### src/rtl/riscv.sv
// Privilege-level encodings shared by the core-facing trace logic.
// Latency: none (type definitions only).
// Backpressure: none (type definitions only).
package riscv;

    typedef enum logic [1:0] {
        PRIV_LVL_U = 2'b00,
        PRIV_LVL_S = 2'b01,
        PRIV_LVL_M = 2'b11
    } priv_lvl_t;

endpackage

### src/rtl/rvfi_pkg.sv
// RVFI commit record as seen on each core commit port.
// Latency: none (type definitions only).
// Backpressure: none (type definitions only).
package rvfi_pkg;

    typedef struct packed {
        logic        valid;
        logic [63:0] order;
        logic [31:0] insn;
        logic        trap;
        logic [1:0]  mode;
        logic [63:0] pc_rdata;
    } rvfi_instr_t;

endpackage

### src/rtl/rvfi_commit_serializer.sv
// Packs multi-port RVFI commits into one in-order trace stream and signals end-of-test.
// Latency: an entry written at edge N is presented on trace_o at cycle N+1; no bypass.
// Backpressure: trace_ready_i stalls the head; the core is never stalled, a batch that does not fit is dropped whole.
module rvfi_commit_serializer #(
    parameter int unsigned NR_COMMIT_PORTS = 2,
    parameter int unsigned DEPTH           = 16,
    parameter int unsigned TIMEOUT_CYCLES  = 2000000
) (
    input  logic                                       clk_i,
    input  logic                                       rst_i,
    input  rvfi_pkg::rvfi_instr_t [NR_COMMIT_PORTS-1:0] rvfi_i,
    output rvfi_pkg::rvfi_instr_t                      trace_o,
    output logic                                       trace_valid_o,
    input  logic                                       trace_ready_i,
    output logic                                       overflow_o,
    output logic [15:0]                                drop_cnt_o,
    output logic                                       finish_o,
    output logic                                       timeout_o
);

    localparam int          PTR_W    = $clog2(DEPTH);
    localparam int          CNT_W    = $clog2(DEPTH + 1);
    localparam logic [31:0] ECALL    = 32'h0000_0073;
    localparam logic [31:0] CYC_LAST = (TIMEOUT_CYCLES == 0) ? 32'd0 : 32'(TIMEOUT_CYCLES - 1);

    typedef enum logic [1:0] {
        ST_RUN,
        ST_DRAIN,
        ST_DONE
    } state_e;

    state_e                state_q, state_d;
    rvfi_pkg::rvfi_instr_t mem_q [DEPTH];
    logic [PTR_W-1:0]      wptr_q, rptr_q;
    logic [CNT_W-1:0]      count_q;
    logic [31:0]           cyc_q;
    logic                  overflow_q;
    logic [15:0]           drop_cnt_q;
    logic                  timeout_q;

    logic [NR_COMMIT_PORTS-1:0] incl;
    logic [PTR_W-1:0]           off [NR_COMMIT_PORTS];
    logic [CNT_W-1:0]           n_act;
    logic [CNT_W-1:0]           free;
    logic                       halt_seen;
    logic                       run;
    logic                       drop;
    logic                       push;
    logic                       pop;
    logic                       to_hit;
    logic [16:0]                drop_sum;

    assign trace_valid_o = (count_q != '0);
    assign trace_o       = trace_valid_o ? mem_q[rptr_q] : '0;
    assign overflow_o    = overflow_q;
    assign drop_cnt_o    = drop_cnt_q;
    assign finish_o      = (state_q == ST_DONE);
    assign timeout_o     = timeout_q;

    // Select active ports up to and including the first halt, and give each a packed FIFO slot offset.
    always_comb begin
        incl      = '0;
        halt_seen = 1'b0;
        n_act     = '0;
        for (int i = 0; i < int'(NR_COMMIT_PORTS); i++) begin
            off[i] = n_act[PTR_W-1:0];
            if (!halt_seen && (rvfi_i[i].valid || rvfi_i[i].trap)) begin
                incl[i] = 1'b1;
                n_act   = n_act + CNT_W'(1);
            end
            if (!halt_seen && rvfi_i[i].valid && (rvfi_i[i].insn == ECALL) &&
                (rvfi_i[i].mode == riscv::PRIV_LVL_M)) begin
                halt_seen = 1'b1;
            end
        end
    end

    // Push/drop decision uses occupancy at the start of the cycle; a same-cycle pop earns no credit.
    always_comb begin
        run      = (state_q == ST_RUN);
        free     = CNT_W'(DEPTH) - count_q;
        drop     = run && (n_act > free);
        push     = run && !drop && (n_act != '0);
        pop      = trace_valid_o && trace_ready_i;
        to_hit   = run && (TIMEOUT_CYCLES != 0) && (cyc_q == CYC_LAST) && !halt_seen;
        drop_sum = {1'b0, drop_cnt_q} + 17'(n_act);
    end

    // End-of-test sequencing: halt or timeout leaves RUN, DRAIN waits for the last pop.
    always_comb begin
        state_d = state_q;
        case (state_q)
            ST_RUN: begin
                if (run && (halt_seen || to_hit)) begin
                    state_d = ST_DRAIN;
                end
            end
            ST_DRAIN: begin
                if ((count_q == '0) || ((count_q == CNT_W'(1)) && pop)) begin
                    state_d = ST_DONE;
                end
            end
            ST_DONE:  state_d = ST_DONE;
            default:  state_d = ST_RUN;
        endcase
    end

    // Control state: FSM, pointers, occupancy, cycle counter and sticky drop statistics.
    always_ff @(posedge clk_i) begin
        if (rst_i) begin
            state_q    <= ST_RUN;
            wptr_q     <= '0;
            rptr_q     <= '0;
            count_q    <= '0;
            cyc_q      <= '0;
            overflow_q <= 1'b0;
            drop_cnt_q <= '0;
            timeout_q  <= 1'b0;
        end else begin
            state_q <= state_d;
            count_q <= count_q + (push ? n_act : '0) - (pop ? CNT_W'(1) : '0);
            if (push) begin
                wptr_q <= wptr_q + n_act[PTR_W-1:0];
            end
            if (pop) begin
                rptr_q <= rptr_q + PTR_W'(1);
            end
            if (run) begin
                cyc_q <= cyc_q + 32'd1;
            end
            if (drop) begin
                overflow_q <= 1'b1;
                drop_cnt_q <= drop_sum[16] ? 16'hFFFF : drop_sum[15:0];
            end
            if (to_hit) begin
                timeout_q <= 1'b1;
            end
        end
    end

    // Entry storage: each included port lands in its packed slot after the write pointer.
    always_ff @(posedge clk_i) begin
        for (int i = 0; i < int'(NR_COMMIT_PORTS); i++) begin
            if (push && incl[i]) begin
                mem_q[wptr_q + off[i]] <= rvfi_i[i];
            end
        end
    end

endmodule

### config.mk
export PLATFORM = sky130hd
export DESIGN_NAME = rvfi_commit_serializer
export DESIGN_NICKNAME = d
export VERILOG_FILES = /design/src/rtl/riscv.sv /design/src/rtl/rvfi_pkg.sv /design/src/rtl/rvfi_commit_serializer.sv
export SDC_FILE = /design/constraint.sdc
export NUM_CORES = 2
export LEC_CHECK = 0
export ABC_AREA = 0
export CAP_MARGIN = 10
export CORE_MARGIN = 5
export CORE_UTILIZATION = 50
export DETAILED_ROUTE_END_ITERATION = 12
export PLACE_DENSITY_LB_ADDON = 0.12
export REMOVE_ABC_BUFFERS = 1
export SLEW_MARGIN = 10
export SYNTH_ARGS = -nofsm -noshare
export SYNTH_HDL_FRONTEND = slang
export SYNTH_SLANG_ARGS = --single-unit
### constraint.sdc
create_clock -name clk_i -period 28.1 [get_ports clk_i]
set_input_delay 2.81 -clock clk_i [delete_from_list [all_inputs] [get_ports clk_i]]
set_output_delay 2.81 -clock clk_i [all_outputs]
set_load 0.01 [all_outputs]
## Word level (Yosys, flattened, before mapping)

Memory sizes are Yosys's and may differ from the RTL's. A register that Yosys moved wholly into a read port is not among the register bits.
Index checks and enable logic that the tools add are counted.

| word-level totals | value |
|---|---|
| flip-flop bits (word level) | 65 |
| memories | 1 |
| latch bits | 0 |
| memory bits (read-only) | 0 |
| memory bits (writable) | 2624 |

| operators by class | value |
|---|---|
| equality and inequality tests | 10 |
| order comparisons | 1 |
| div/mod/pow operators | 0 |
| add/subtract/negate cells | 9 |
| shift operators | 0 |
| multiply operators | 0 |
| muxes and demuxes | 19 |
| bitwise logic cells | 0 |
| reduce and logical (&&, ||, !) cells | 28 |

Memories:

| name | words | bits a word | read ports | clocked after memory_dff | write ports | line | RTL |
|---|---|---|---|---|---|---|---|
| mem_q | 16 | 164 | 1 | 1 | 2 | rvfi_commit_serializer.sv:33 | `rvfi_pkg::rvfi_instr_t mem_q [DEPTH];` |

Operators with widths:

| kind | number |
|---|---|
| 164-bit 2-to-1 mux | 1 |
| 32-bit by 7-bit equality test with 1-bit output, second input constant | 2 |
| 32-bit by 1-bit adder with 32-bit output, second input constant | 1 |
| 32-bit by 21-bit equality test with 1-bit output, second input constant | 1 |
| 16-bit by 5-bit adder with 17-bit output | 1 |
| 1-bit logical AND | 16 |
| 16-bit 2-to-1 mux | 1 |
| 1-bit 2-to-1 mux | 10 |
| 5-bit nonzero test | 2 |
| 4-bit 2-to-1 mux | 2 |
| 2-bit equality test, second input constant | 3 |
| 2-bit 2-to-1 mux | 3 |
| 2-bit case mux with 3 select lines | 1 |
| 5-bit adder | 1 |
| 5-bit by 1-bit equality test with 1-bit output, second input constant | 1 |
| 5-bit > comparator | 1 |
| 5-bit zero test | 1 |
| 5-bit 2-to-1 mux | 1 |
| 5-bit by 1-bit subtractor with 5-bit output | 1 |
| 5-bit subtractor, first input constant | 1 |
| 4-bit by 1-bit adder with 4-bit output | 1 |
| 4-bit by 1-bit adder with 4-bit output, second input constant | 1 |
| 4-bit adder | 1 |
| 1-bit logical OR | 4 |
| other kinds (7) | 9 |

## Depth between registers and ports, before layout

| depth | value |
|---|---|
| word-level depth | 15 |
| mapped depth | 20 |

## Worst setup path before layout

Ideal clock, no wire load.

| timing path | value |
|---|---|
| kind | input -> register |
| start point | input port rvfi_i[95] (netlist bit) |
| end point | memory mem_q[2][0] (netlist bit), enable pin |
| buffers on the path | 1 |
| arrival | 16.834 ns |
| cell stages on the path | 13 |
| path slack | 10.351 ns |
| setup time | 0.915 ns |
| path through | nor4_1 -> nand4_1 -> nor3_1 -> nand2b_1 -> inv_1 -> ha_1 -> ha_1 -> nor2b_1 -> o211ai_1 -> o21a_1 -> buf_2 -> nand4b_1 -> o21ai_0 |

RTL lines:

| item | line | RTL |
|---|---|---|
| start: declaration | rvfi_commit_serializer.sv:11 | `input rvfi_pkg::rvfi_instr_t [NR_COMMIT_PORTS-1:0] rvfi_i,` |
| end: declaration | rvfi_commit_serializer.sv:33 |  |

==> qor.csv <==
stage;metric;value;unit
status;status;finished clean;
clock_network;# clock sinks;2693;
die;CORE AREA;0.284;mm²
sta;Slew headroom;18.6;%
sta;crit share post-route;40.7;%
drt;vias per std cell;6.38;
yosys;sequential-to-total area share from yosys stat;56.3;%
yosys;Synth area leaders;edfxtp_1 (55%), mux2_4 (16%), mux4_2 (13%);
die;Die Ht;544;µm
yosys;Syn Area/Cell;18.9;µm²
worst_setup_path;Top cell by count, worst path;buf_4;
yosys;Post-synth EDFFs;2624;
drt;DRT antenna net count;0;
drt;Pre-antenna DRT Iters;5;
die;Starting Density;50.1;%
yosys;cell accounting for the most synthesized area;edfxtp_1;
yosys;flops & latches, synth;2693;
pwr;Lkg Pwr;52.6;nW
global_routing;largest net degree at the start of global routing;135;
global_routing;number of global-route vias before repair;78600;
place;routability congestion estimate;0.763;
clock_network;Clk Latency, worst-skew pair;0.91;ns
sta;final hold violation count;0;
place;hpwl dp;220000;µm
yosys;YS warnings;0;
job;Max Cap Violations;0;
yosys;async set-reset flop share out of synthesis;0;%
drt;final wirelength;412000;µm
drt;initial DRC count;7354;
worst_setup_path;Worst Path Required;28.73;ns
yosys;Cell Area, Synth;0.143;mm²
sta;Final min period;11.44;ns
layout;final core occ;55.8;%
global_routing;GRT met1 Usage;39.0;%
worst_setup_path;Slowest cell on crit path;nor4_1;
pwr;pwr dens;91.1;mW/mm²
clock_network;# Post-CTS Setup Buffers;0;
yosys;Cell variety after synth;61;
global_routing;initial antenna violation count;113;
clock_network;Post-CTS Resized;0;
yosys;top cell type's share of synthesized area;55.3;%
sta;RSZ-0062 raised after global routing;no;
drt;# DRC;0;
worst_setup_path;Crit. End Element;flop;
global_routing;first-pass GRT wire length;586000;µm
layout;Layout Area Growth over Synthesis;11.4;%
sta;Clock Skew;0.0331;ns
die;I/O pins;515;
die;Rows;196;
clock_network;CTS tree;built;
sta;Slew Viols, Final;0;
place;pre-CTS WS;15.70;ns
layout;Filler cells;21800;
layout;layout cells sized above 1;47.7;%
drt;vias;74900;
global_routing;busiest grt layer;met2;
worst_setup_path;CP max FO;37;
clock_network;hold-fix buffers at CTS;0;
sta;final worst slack;16.66;ns
min_path;Hold Crit Class;flop to flop;
global_routing;GRT overflow;0;
worst_setup_path;critical path class;input pin to flop;
clock_network;clk buf depth;4;
worst_setup_path;Startpoint Class;input pin;
drt;wire per inst;35.0;µm
pwr;Worst VDD drop;0.000147;V
global_routing;met3 Use GR;5.18;%
worst_setup_path;worst-case reg-to-reg path depth;12;
global_routing;met2 Use GR;44.1;%
worst_setup_path;largest stage delay on the critical path;1.04;ns
worst_setup_path;CP Cell Sequence;clkdlybuf4s50_1, nor4_1, nand3_1, nor3_2, nand2b_1, inv_1, ha_1, ha_1, nor2b_1, o211ai_1, o21a_1, and4_4, buf_4, buf_4, buf_4, mux2_4;
global_routing;GRT Resource Usage Total;27.4;%
clock_network;CTS Buf Count;305;
yosys;main flop type after synthesis;edfxtp_1;
layout;nets@finish;8061;
place;PortBufs;514;
die;die area;0.296;mm²
worst_setup_path;worst path arrival time;12.07;ns
clock_network;H-tree depth;5;
clock_network;Reg clk slew, reported paths;0.06;ns
yosys;cell count after synthesis;7538;
die;Die X;544;µm
sta;Slew @ Worst Pin;1.22;ns
min_path;Worst Hold Path Cells;2;
sta;Setup Viol. Count Final;0;
sta;Highest Clock Rate;87.4;MHz
clock_network;clock root buffer;clkbuf_16;
-- cell type report --
class / count / area, µm² / share of cell area (%)
multi-input cells: 3987 / 57400 / 36.2
well taps: 3762 / 4710 / 2.97
inverters: 26 / 105 / 0.0662
clock inverters: 166 / 1360 / 0.859
clock buffers: 378 / 8010 / 5.05
diodes: 45 / 113 / 0.0710
flip-flops and latches: 2693 / 80200 / 50.5
repair buffers: 689 / 6770 / 4.27
-- worst max-delay path: cells and delay by family --
kind	cells	cell delay (ns)
simple gates	6	3.57
buf+inv	5	3.33
mux	1	0.35
fa+ha+maj	2	0.62
compound gates	2	1.18
-- registers in the layout, summed over array words and instances, names as in the netlist, named ones only --
| signal | flops |
|---|---|
| mem_q | 2624 |
| cyc_q | 32 |
| drop_cnt_o | 16 |
| count_q | 5 |
| rptr_q | 4 |
| wptr_q | 4 |
| state_q | 2 |
| overflow_o | 1 |
| timeout_o | 1 |
-- layer usage --
layer	up-vias	routed length (µm)
met3	590	30400
met1	40700	175000
li1	30800	-
met5	-	452
met4	72	9310
met2	2812	197000
-- cells in the final DEF, fill, tap and decap left out, types with 5 or more instances in the layout --
cell             synthesis  routed
a21o_1                   5       5
a21oi_1                 21      21
and2_1                 169     169
and3_1                   6       6
and4_1                  16      16
and4b_4                  8       8
buf_12                   0      22
buf_4                   61     151
bufinv_16                0      17
clkbuf_1               450      67
clkbuf_16                0     309
clkdlybuf4s50_1          0     513
clkinv_1                 0      77
clkinv_2                 0      46
clkinv_8                 0       6
dfxtp_1                 69      65
diode_2                  0      45
edfxtp_1              2624    2624
ha_1                    25      25
inv_1                   26      25
inv_6                    0      10
mux2_1                 276     276
mux2_2                 879     879
mux2_4                1472    1472
mux4_2                 820     820
nand2_1                 28      28
nand3_1                 18      18
nand4_1                 19      19
nor2_1                  51      51
nor2b_1                 10      10
nor3_1                  18      17
nor4_1                  22      22
o21ai_0                 11       7
o21bai_4                 0      12
or3_1                    5       5
xnor2_1                 21      21
xor2_1                  15      15
-- power breakdown --
group          internal, mW  switching (mW)
Sequential             5.38           0.180
Clock                  2.18            1.66
Combinational          2.37            2.68
-- metrics by stage --
stage               std cells  area, µm²  power (mW)  setup TNS, ns  hold slack [ns]
floorplan                6706     138000        10.4        -536.70            0.463
global placement        11200     149000        10.7              0            0.444
detailed placement      11200     149000        10.7              0            0.458
CTS                     11700     159000        14.6              0            0.472
global route            11700     159000        15.0              0            0.489
finish                  11700     159000        14.5              0            0.470
-- kinds of logic (layout without fill, tap and decap cells) --
family / count (synthesis) / in the layout / share of synthesized area [%]
compound gates: 73 / 73 / 0.354
simple gates: 399 / 399 / 1.71
buf+inv: 858 / 1259 / 3.57
other cells: 0 / 45 / 0
xor+xnor: 36 / 36 / 0.221
fa+ha+maj: 28 / 28 / 0.262
mux: 3451 / 3451 / 37.6
flops: 2693 / 2693 / 56.3
-- cell usage after synthesis (25+ instances only) --
library cell	number
edfxtp_1	2624
mux2_4	1472
mux2_2	879
mux4_2	820
clkbuf_1	450
mux2_1	276
buf_6	204
and2_1	169
buf_2	89
dfxtp_1	69
buf_4	61
nor2_1	51
buf_1	28
nand2_1	28
inv_1	26
ha_1	25
-- path summary, 6_finish.rpt --
kind | startpoint | to | slack (ns)
setup / recovery | rvfi_i[94] | mem_q[14][40] | 16.66
hold / removal | timeout_o | timeout_o | 0.47
setup reg to reg | count_q[0] | mem_q[14][40] | 21.49
hold reg to reg | timeout_o | timeout_o | 0.47
No activity file was read; power rests on OpenSTA's default activity.
